File: src/rtl/dly_load_seq_pkg.sv
// Shared PHY definitions for the delay-tap load sequencer.
//   DLY_WIDTH_DEF     : default tap value width
//   SETTLE_CYCLES_DEF : default number of wait cycles after the global set pulse
//   dly_state_e       : sequencer state encoding
package dly_load_seq_pkg;

    localparam int DLY_WIDTH_DEF     = 5;
    localparam int SETTLE_CYCLES_DEF = 2;

    typedef enum logic [2:0] {
        ST_IDLE,
        ST_WAIT_RDY,
        ST_LOAD,
        ST_SET,
        ST_SETTLE,
        ST_DONE
    } dly_state_e;

endpackage

File: src/rtl/dly_load_seq_stage.sv
// Staging array plus dirty vector for the delay-tap load sequencer.
// Ports:
//   clk, rst       : clock, asynchronous active-high reset
//   we, wr_addr,   : host write port; out-of-range addresses are ignored
//   wr_data
//   rd_idx         : element currently visited by the scan
//   rd_data        : staged tap of element rd_idx
//   rd_dirty       : dirty bit of element rd_idx
//   clr, clr_idx   : clear the dirty bit of clr_idx (a same-cycle write wins)
//   dirty_any      : registered OR of all dirty bits
module dly_stage_regs
    import dly_load_seq_pkg::*;
#(
    parameter int                   NUM_DLY     = 8,
    parameter int                   ADDR_WIDTH  = 3,
    parameter int                   DLY_WIDTH   = DLY_WIDTH_DEF,
    parameter logic [DLY_WIDTH-1:0] DLY_DEFAULT = '0
) (
    input  logic                  clk,
    input  logic                  rst,
    input  logic                  we,
    input  logic [ADDR_WIDTH-1:0] wr_addr,
    input  logic [DLY_WIDTH-1:0]  wr_data,
    input  logic [ADDR_WIDTH-1:0] rd_idx,
    output logic [DLY_WIDTH-1:0]  rd_data,
    output logic                  rd_dirty,
    input  logic                  clr,
    input  logic [ADDR_WIDTH-1:0] clr_idx,
    output logic                  dirty_any
);

    logic [DLY_WIDTH-1:0] staging [NUM_DLY];
    logic [NUM_DLY-1:0]   dirty;
    logic [NUM_DLY-1:0]   dirty_d;

    // Clear first, then set, so a host write in the same cycle keeps the bit.
    always_comb begin
        dirty_d = dirty;
        for (int unsigned i = 0; i < NUM_DLY; i++) begin
            if (clr && clr_idx == ADDR_WIDTH'(i)) dirty_d[i] = 1'b0;
            if (we && wr_addr == ADDR_WIDTH'(i))  dirty_d[i] = 1'b1;
        end
    end

    always_comb begin
        rd_data  = '0;
        rd_dirty = 1'b0;
        for (int unsigned i = 0; i < NUM_DLY; i++) begin
            if (rd_idx == ADDR_WIDTH'(i)) begin
                rd_data  = staging[i];
                rd_dirty = dirty[i];
            end
        end
    end

    always_ff @(posedge clk or posedge rst) begin
        if (rst) begin
            for (int unsigned i = 0; i < NUM_DLY; i++) staging[i] <= DLY_DEFAULT;
            dirty     <= '1;
            dirty_any <= 1'b1;
        end else begin
            for (int unsigned i = 0; i < NUM_DLY; i++) begin
                if (we && wr_addr == ADDR_WIDTH'(i)) staging[i] <= wr_data;
            end
            dirty     <= dirty_d;
            dirty_any <= |dirty_d;
        end
    end

endmodule

File: src/rtl/dly_load_seq.sv
// Delay-tap load sequencer for a bank of delay elements sharing one tap bus.
// Host writes targets into staging; on apply, each dirty element gets a
// one-hot ld strobe with its tap on 'delay', then one global 'set' pulse.
// Ports:
//   clk, rst              : divided PHY clock, asynchronous active-high reset
//   cmd_we/addr/data      : staging write
//   cmd_apply             : request to push dirty entries (collapses while busy)
//   dly_ready             : idelay_ctrl ready, synchronous to clk
//   busy, done, dirty_any : status (all registered)
//   delay, ld, set        : shared tap bus, per-element load strobe, global set
module dly_load_seq
    import dly_load_seq_pkg::*;
#(
    parameter int                   NUM_DLY       = 8,
    parameter int                   ADDR_WIDTH    = 3,
    parameter int                   DLY_WIDTH     = DLY_WIDTH_DEF,
    parameter logic [DLY_WIDTH-1:0] DLY_DEFAULT   = '0,
    parameter int                   SETTLE_CYCLES = SETTLE_CYCLES_DEF
) (
    input  logic                  clk,
    input  logic                  rst,
    input  logic                  cmd_we,
    input  logic [ADDR_WIDTH-1:0] cmd_addr,
    input  logic [DLY_WIDTH-1:0]  cmd_data,
    input  logic                  cmd_apply,
    input  logic                  dly_ready,
    output logic                  busy,
    output logic                  done,
    output logic                  dirty_any,
    output logic [DLY_WIDTH-1:0]  delay,
    output logic [NUM_DLY-1:0]    ld,
    output logic                  set
);

    dly_state_e            state, state_d;
    logic [ADDR_WIDTH-1:0] idx, idx_d;
    logic [3:0]            cnt, cnt_d;
    logic                  loaded, loaded_d;
    logic                  pending, pending_d;
    logic [NUM_DLY-1:0]    ld_d;
    logic [DLY_WIDTH-1:0]  delay_d;
    logic                  set_d;
    logic                  done_d;
    logic                  clr;
    logic [DLY_WIDTH-1:0]  rd_data;
    logic                  rd_dirty;

    dly_stage_regs #(
        .NUM_DLY     (NUM_DLY),
        .ADDR_WIDTH  (ADDR_WIDTH),
        .DLY_WIDTH   (DLY_WIDTH),
        .DLY_DEFAULT (DLY_DEFAULT)
    ) u_stage (
        .clk       (clk),
        .rst       (rst),
        .we        (cmd_we),
        .wr_addr   (cmd_addr),
        .wr_data   (cmd_data),
        .rd_idx    (idx),
        .rd_data   (rd_data),
        .rd_dirty  (rd_dirty),
        .clr       (clr),
        .clr_idx   (idx),
        .dirty_any (dirty_any)
    );

    always_comb begin
        state_d   = state;
        idx_d     = idx;
        cnt_d     = cnt;
        loaded_d  = loaded;
        pending_d = pending;
        ld_d      = '0;
        delay_d   = delay;
        set_d     = 1'b0;
        done_d    = 1'b0;
        clr       = 1'b0;

        if (cmd_apply && state != ST_IDLE) pending_d = 1'b1;

        case (state)
            ST_IDLE: begin
                if (cmd_apply || pending) begin
                    state_d   = ST_WAIT_RDY;
                    pending_d = 1'b0;
                end
            end
            ST_WAIT_RDY: begin
                if (dly_ready) begin
                    state_d = ST_LOAD;
                    idx_d   = '0;
                end
            end
            ST_LOAD: begin
                // A ready drop freezes the scan; idx only advances while ready.
                if (dly_ready) begin
                    if (rd_dirty) begin
                        delay_d  = rd_data;
                        ld_d     = NUM_DLY'(1) << idx;
                        clr      = 1'b1;
                        loaded_d = 1'b1;
                    end
                    if (idx == ADDR_WIDTH'(NUM_DLY - 1)) begin
                        state_d = (loaded || rd_dirty) ? ST_SET : ST_DONE;
                    end else begin
                        idx_d = idx + 1'b1;
                    end
                end
            end
            ST_SET: begin
                set_d   = 1'b1;
                cnt_d   = '0;
                state_d = ST_SETTLE;
            end
            ST_SETTLE: begin
                if (cnt == 4'(SETTLE_CYCLES - 1)) state_d = ST_DONE;
                else                              cnt_d   = cnt + 1'b1;
            end
            ST_DONE: begin
                done_d   = 1'b1;
                loaded_d = 1'b0;
                state_d  = ST_IDLE;
            end
            default: state_d = ST_IDLE;
        endcase
    end

    always_ff @(posedge clk or posedge rst) begin
        if (rst) begin
            state   <= ST_IDLE;
            idx     <= '0;
            cnt     <= '0;
            loaded  <= 1'b0;
            pending <= 1'b0;
            busy    <= 1'b0;
            done    <= 1'b0;
            set     <= 1'b0;
            ld      <= '0;
            delay   <= '0;
        end else begin
            state   <= state_d;
            idx     <= idx_d;
            cnt     <= cnt_d;
            loaded  <= loaded_d;
            pending <= pending_d;
            busy    <= (state != ST_IDLE);
            done    <= done_d;
            set     <= set_d;
            ld      <= ld_d;
            delay   <= delay_d;
        end
    end

endmodule

File: config.mk
export PLATFORM = sky130hd
export DESIGN_NAME = dly_load_seq
export DESIGN_NICKNAME = d
export VERILOG_FILES = /design/src/rtl/dly_load_seq_pkg.sv /design/src/rtl/dly_load_seq_stage.sv /design/src/rtl/dly_load_seq.sv
export SDC_FILE = /design/constraint.sdc
export NUM_CORES = 1
export LEC_CHECK = 0
export BUFFER_PORTS_ARGS = -buffer_cell sky130_fd_sc_hd__buf_2
export CAP_MARGIN = 20
export CORE_UTILIZATION = 45
export DETAILED_ROUTE_END_ITERATION = 10
export PLACE_DENSITY_LB_ADDON = 0.2
export SLEW_MARGIN = 20
export SYNTH_ARGS = -nofsm -noshare
export SYNTH_HDL_FRONTEND = slang
export SYNTH_SLANG_ARGS = --single-unit
File: constraint.sdc
create_clock -name clk -period 3.2 [get_ports clk]
set_input_delay 0.32 -clock clk [delete_from_list [all_inputs] [get_ports clk]]
set_output_delay 0.32 -clock clk [all_outputs]
set_load 0.02 [all_outputs]
==> flow_metrics.py, run 1 <==
metrics = {
    "run_status": {
        "status": "complete, but fails checks",
        "violations": "hold timing",
    },
    "clock_tree": {
        "cts_buffers": 9,
        "hold_buffers": 0,
        "htree_levels": 3,
        "clk_latency_ns": 0.36,
        "cts_sinks": 77,
        "cts_buffer_depth": 2,
        "root_buffer": "clkbuf_8",
        "postCtsSetupBuffers": 0,
        "clkTransAtPathRegs_ns": 0.08,
        "tritoncts": "yes",
        "cts_repair_resize_count": 0,
    },
    "global_route": {
        "grt_max_degree": 34,
        "track_usage_pct": 20.6,
        "grt_pass1_vias": 2654,
        "antenna_found_initial": 0,
        "grt_pass1_wl_um": 13300,
        "grt-ovfl-total": 0,
    },
    "worst_hold_path": {
        "hold_class": "primary input to asynchronous set/reset pin",
    },
    "drt": {
        "drcViolationCount": 0,
        "postRouteAntennaNets": 0,
        "dr.pass1.iters": 6,
        "vias": 2664,
        "viasPerCell": 5.52,
        "drt-initial-drc-count": 169,
        "wire_per_inst_um": 16.1,
        "wirelength_um": 7790,
    },
    "die": {
        "initial_core_util_pct": 47.0,
        "io_pins": 30,
        "dieHeight_um": 92.6,
        "fp.dieW_um": 92.6,
        "rows": 32,
        "fp.coreArea_um2": 7850,
        "die_area_um2": 8570,
    },
    "place": {
        "placed_area_um2": 3950,
        "port_buffers": 29,
        "gp_congestion": 0.825,
        "post-place-ws_ns": 0.294,
        "place_hpwl_um": 5620,
    },
    "sta": {
        "finalSetupViolations": 0,
        "worst_slew_pin_slew_ns": 0.963,
        "final_hold_viol_count": 14,
        "maxSlewViolCount": 0,
        "slew_headroom_pct": 35.3,
        "finalSetupTns_ns": 0,
        "fin_hold_ws_ns": -0.0143,
        "finalCritPeriodShare_pct": 90.9,
        "layout_setup_ws_ns": 0.292,
        "post-route-min-period_ns": 2.91,
        "rsz0062_at_grt": "no",
        "skew_ns": 0.0145,
        "fmax_mhz": 344,
    },
    "pwr": {
        "irDropWorstVdd_mv": 0.327,
        "leakage_nw": 1.87,
        "powerDensity_nw_per_um2": 794,
    },
    "critical_path": {
        "arrival_ns": 3.17,
        "critPathBufInv": 1,
        "slowest_stage": "ha_1",
        "slowest_delay_ns": 0.56,
        "crit_type": "register to register",
        "cp.required_ns": 3.46,
        "worstPathMaxFanout": 15,
        "worstSetupEndpointType": "register",
        "timing.critical_path.from_type": "register",
        "cp_top_family": "simple AND/OR/NAND/NOR gates",
        "cp_cell_sequence": "inv_1, ha_1, nand3b_4, a2111oi_4, o21ai_0, a21o_1, or3_1, or4_1",
    },
    "cells_and_area": {
        "final_cell_mix": "68 x dfrtp_1, 33 x nand2_1, 33 x mux2_2",
        "design_area_um2": 4180,
        "n_fill_cell": 748,
        "layout_commonest_cell": "dfrtp_1",
        "diodes": 0,
        "fin_util_pct": 53.3,
        "drive_gt1_share_pct": 27.6,
        "area_growth_pct": 13.3,
        "nets": 397,
    },
    "synth": {
        "synth_area_per_cell_um2": 10.7,
        "synth_nets": 367,
        "synth_edf_count": 0,
        "ys_types": 53,
        "syn_inst": 346,
        "synth-seq-cells": 77,
        "synth_seq_area_share_pct": 52.5,
        "synth_async_sr_flop_share_pct": 100,
        "yosys_warnings": 0,
        "ys_dominant_reg_cell": "dfrtp_1",
        "synth_area_um2": 3690,
    },
    "job": {
        "maxCapViolations": 0,
    },
}
## cells by family after synthesis
logic type	Yosys count	share of synthesized area (%)
compound gates	79	14.7
xor+xnor	2	0.475
fa+ha+maj	8	2.71
mux	33	10.1
flops	77	52.5
buf+inv	41	4.64
simple gates	106	14.9
## routing by layer
metal  GRT usage, %  vias to the layer above  share of wire [%]
li1               -                     1286                  -
met1           26.8                     1311                 46
met2           33.0                       54                 49
met3           4.60                       13                3.9
met4           8.59                        0                1.8
met5              0                        -                  0
## power by group
part           switching, W  internal [W]
combinational      0.000595      0.000489
clock              0.000357      0.000483
sequential         0.000166       0.00123
## layout make-up
type | count | area, um2 | area share [%]
flip-flops and latches | 77 | 1940 | 46.4
clock buffers | 11 | 151 | 3.62
repair buffers | 39 | 220 | 5.27
inverters | 21 | 80.1 | 1.92
clock inverters | 5 | 81.3 | 1.95
well taps | 102 | 128 | 3.05
multi-input cells | 228 | 1580 | 37.8
## cell usage after synthesis, types with 2 or more instances
library cell	number	area [um2]
nor3b_1	3	22.5
nand4b_1	3	26.3
xor2_1	2	17.5
o21a_1	2	15.0
a221oi_1	7	61.3
clkbuf_1	15	56.3
nor2b_1	7	43.8
buf_4	2	15.0
nand2_1	33	124
inv_1	21	78.8
nor2_1	24	90.1
and2_1	6	37.5
ha_1	8	100
a21oi_1	13	65.1
nand3_1	6	30.0
a32o_1	2	20.0
a21o_1	3	22.5
mux2_2	33	372
nand4_1	2	12.5
dfstp_2	9	236
a31oi_1	8	50.1
o21ai_0	26	130
nor3_1	4	20.0
a31o_2	2	17.5
or3_1	7	43.8
a2111oi_0	3	26.3
buf_2	2	10.0
dfrtp_1	68	1700
## state kept, by name, summed over array words and instances (netlist names)
register and count:
pending 1, busy 1, cnt 4, idx 3, set 1, u_stage.dirty_any 1
ld 8, u_stage.staging 40, loaded 1, state 3, done 1, delay 5
u_stage.dirty 8
## path summary, 6_finish.rpt
kind | start | end | slack [ns] | cells past startpoint
min reg2reg | loaded | loaded | 0.49 | 1
min | rst | u_stage.staging[6] | -0.01 | 2
max | idx[0] | u_stage.dirty_any | 0.29 | 8
min in group clk | cmd_apply | pending | 0.17 | 2
max reg2reg | idx[0] | u_stage.dirty_any | 0.29 | 8
max in group asynchronous | rst | u_stage.staging[14] | 2.47 | 3
## per-stage QoR
stage               instances  power, W
floorplan                 346   0.00223
global placement          467   0.00247
detailed placement        467   0.00250
CTS                       483   0.00334
global route              483   0.00355
finish                    483   0.00332
Note: power is estimated with default switching activity, not from simulation.
==> run 2: changes to the inputs <==
- REMOVE_ABC_BUFFERS: default -> 1
- clock period: 3.2 -> 3.61 ns (I/O delays scaled with it)
==> run 2 against run 1 <==
  * The run now ends clean
  * Non-clock buffer count down 3
  * First-iteration DRC count down 51%
  * Design area down 1.3%
  * Critical endpoint unchanged
  * Highest routed layer unchanged
==> flow_metrics.py, run 2 (synthesis results as in run 1) <==
metrics = {
    "place": {
        "gp_congestion": 0.831,
        "place_hpwl_um": 5810,
        "port_buffers": 29,
    },
    "die": {
        "die_area_um2": 8570,
        "fp.dieW_um": 92.6,
        "initial_core_util_pct": 47.0,
        "rows": 32,
        "fp.coreArea_um2": 7850,
        "io_pins": 30,
        "dieHeight_um": 92.6,
    },
    "sta": {
        "slew_headroom_pct": 24.6,
        "final_hold_viol_count": 0,
        "fmax_mhz": 317,
        "post-route-min-period_ns": 3.16,
        "maxSlewViolCount": 0,
        "worst_slew_pin_slew_ns": 1.13,
        "finalSetupTns_ns": 0,
        "skew_ns": 0.0139,
        "finalCritPeriodShare_pct": 87.5,
        "rsz0062_at_grt": "no",
        "finalSetupViolations": 0,
    },
    "pwr": {
        "leakage_nw": 1.83,
        "irDropWorstVdd_mv": 0.417,
        "powerDensity_nw_per_um2": 695,
    },
    "clock_tree": {
        "htree_levels": 3,
        "root_buffer": "clkbuf_8",
        "clk_latency_ns": 0.36,
        "cts_buffer_depth": 2,
        "hold_buffers": 0,
        "cts_buffers": 9,
        "tritoncts": "yes",
        "postCtsSetupBuffers": 0,
        "clkTransAtPathRegs_ns": 0.09,
        "cts_sinks": 77,
        "cts_repair_resize_count": 0,
    },
    "job": {
        "maxCapViolations": 0,
    },
    "critical_path": {
        "rrSetupSlack_ns": 0.45,
        "timing.critical_path.from_type": "register",
        "worstPathMaxFanout": 17,
        "arrival_ns": 3.43,
        "crit_type": "register to register",
        "worstSetupEndpointType": "register",
        "timing.rr.start": "idx[0]",
        "cp-startpoint": "idx[0]",
        "cp.required_ns": 3.88,
    },
    "cells_and_area": {
        "largest_reg_flops": 40,
        "top_regs": "u_stage.staging (40), ld (8), u_stage.dirty (8)",
        "final_cell_mix": "68 x dfrtp_1, 33 x nand2_1, 33 x mux2_2",
        "fin_util_pct": 52.6,
        "area_growth_pct": 11.7,
        "drive_gt1_share_pct": 26.7,
        "nets": 394,
        "layout_commonest_cell": "dfrtp_1",
        "largest-register": "u_stage.staging",
        "diodes": 0,
    },
    "drt": {
        "drt-initial-drc-count": 82,
        "wirelength_um": 8090,
        "postRouteAntennaNets": 0,
        "drcViolationCount": 0,
        "wire_per_inst_um": 16.8,
        "dr.pass1.iters": 4,
        "viasPerCell": 5.55,
        "vias": 2666,
    },
    "global_route": {
        "grt_pass1_wl_um": 13300,
        "grt-ovfl-total": 0,
        "antenna_found_initial": 0,
        "grt_pass1_vias": 2628,
        "track_usage_pct": 20.6,
        "grt_max_degree": 28,
    },
    "run_status": {
        "status": "finished, final reports clean",
    },
    "worst_hold_path": {
        "hold_class": "primary input to asynchronous set/reset pin",
    },
}
## run 2: changes by cell type in the layout (fill, tap and decap cells not counted), sizes merged
cell / change
clkinv: -1
inv: +1
clkinvlp: +1
bufinv: -1
buf: -3
## run 2: final cells by class
class,count,area [um2]
timing repair buffer,36,198
clock inverter,5,58.8
tap,102,128
fill,741,3720
multi-input combinational,228,1580
clock buffer,11,141
inverter,21,78.8
sequential,77,1940
## run 2: stage by stage
stage          power (W)  instances  worst slack, ns  hold WS, ns  area, um2
6_report         0.00287        480            0.452       0.0389       4120
5_1_grt          0.00304        480            0.245       0.0838       4120
4_1_cts          0.00288        480            0.480       0.0452       4120
3_5_place_dp     0.00222        464            0.468        0.437       3920
3_3_place_gp     0.00219        464            0.654        0.431       3920
2_1_floorplan    0.00194        326            0.763        0.451       3600
## run 2: path summary, 6_finish.rpt
kind	endpoint	cells after the start
min in group clk	pending	2
max	u_stage.dirty_any	8
max in group asynchronous	u_stage.dirty[6]	3
min reg2reg	loaded	1
min	u_stage.staging[17]	2
max reg2reg	u_stage.dirty_any	8
## run 2: worst max-delay path, cell delays in order (launching register included)
cell      delay [ns]
dfrtp_1         0.43
ha_1            0.38
buf_4           0.26
o21ai_0         0.38
a32o_1          0.30
o31a_1          0.47
nor2b_1         0.24
o21bai_1        0.09
or4_1           0.51
## run 2: per-layer routing
metal  vias up  track usage (%)  share of wire, %
met5         -                0                 0
met4         0             8.85               2.5
li1       1280                -                 -
met3        15             5.01               3.9
met1      1317             26.2                46
met2        54             33.5                48
## run 2: power by group
group,internal (W),switching [W]
registers,0.00109,0.000152
clock network,0.000340,0.000322
logic,0.000429,0.000536
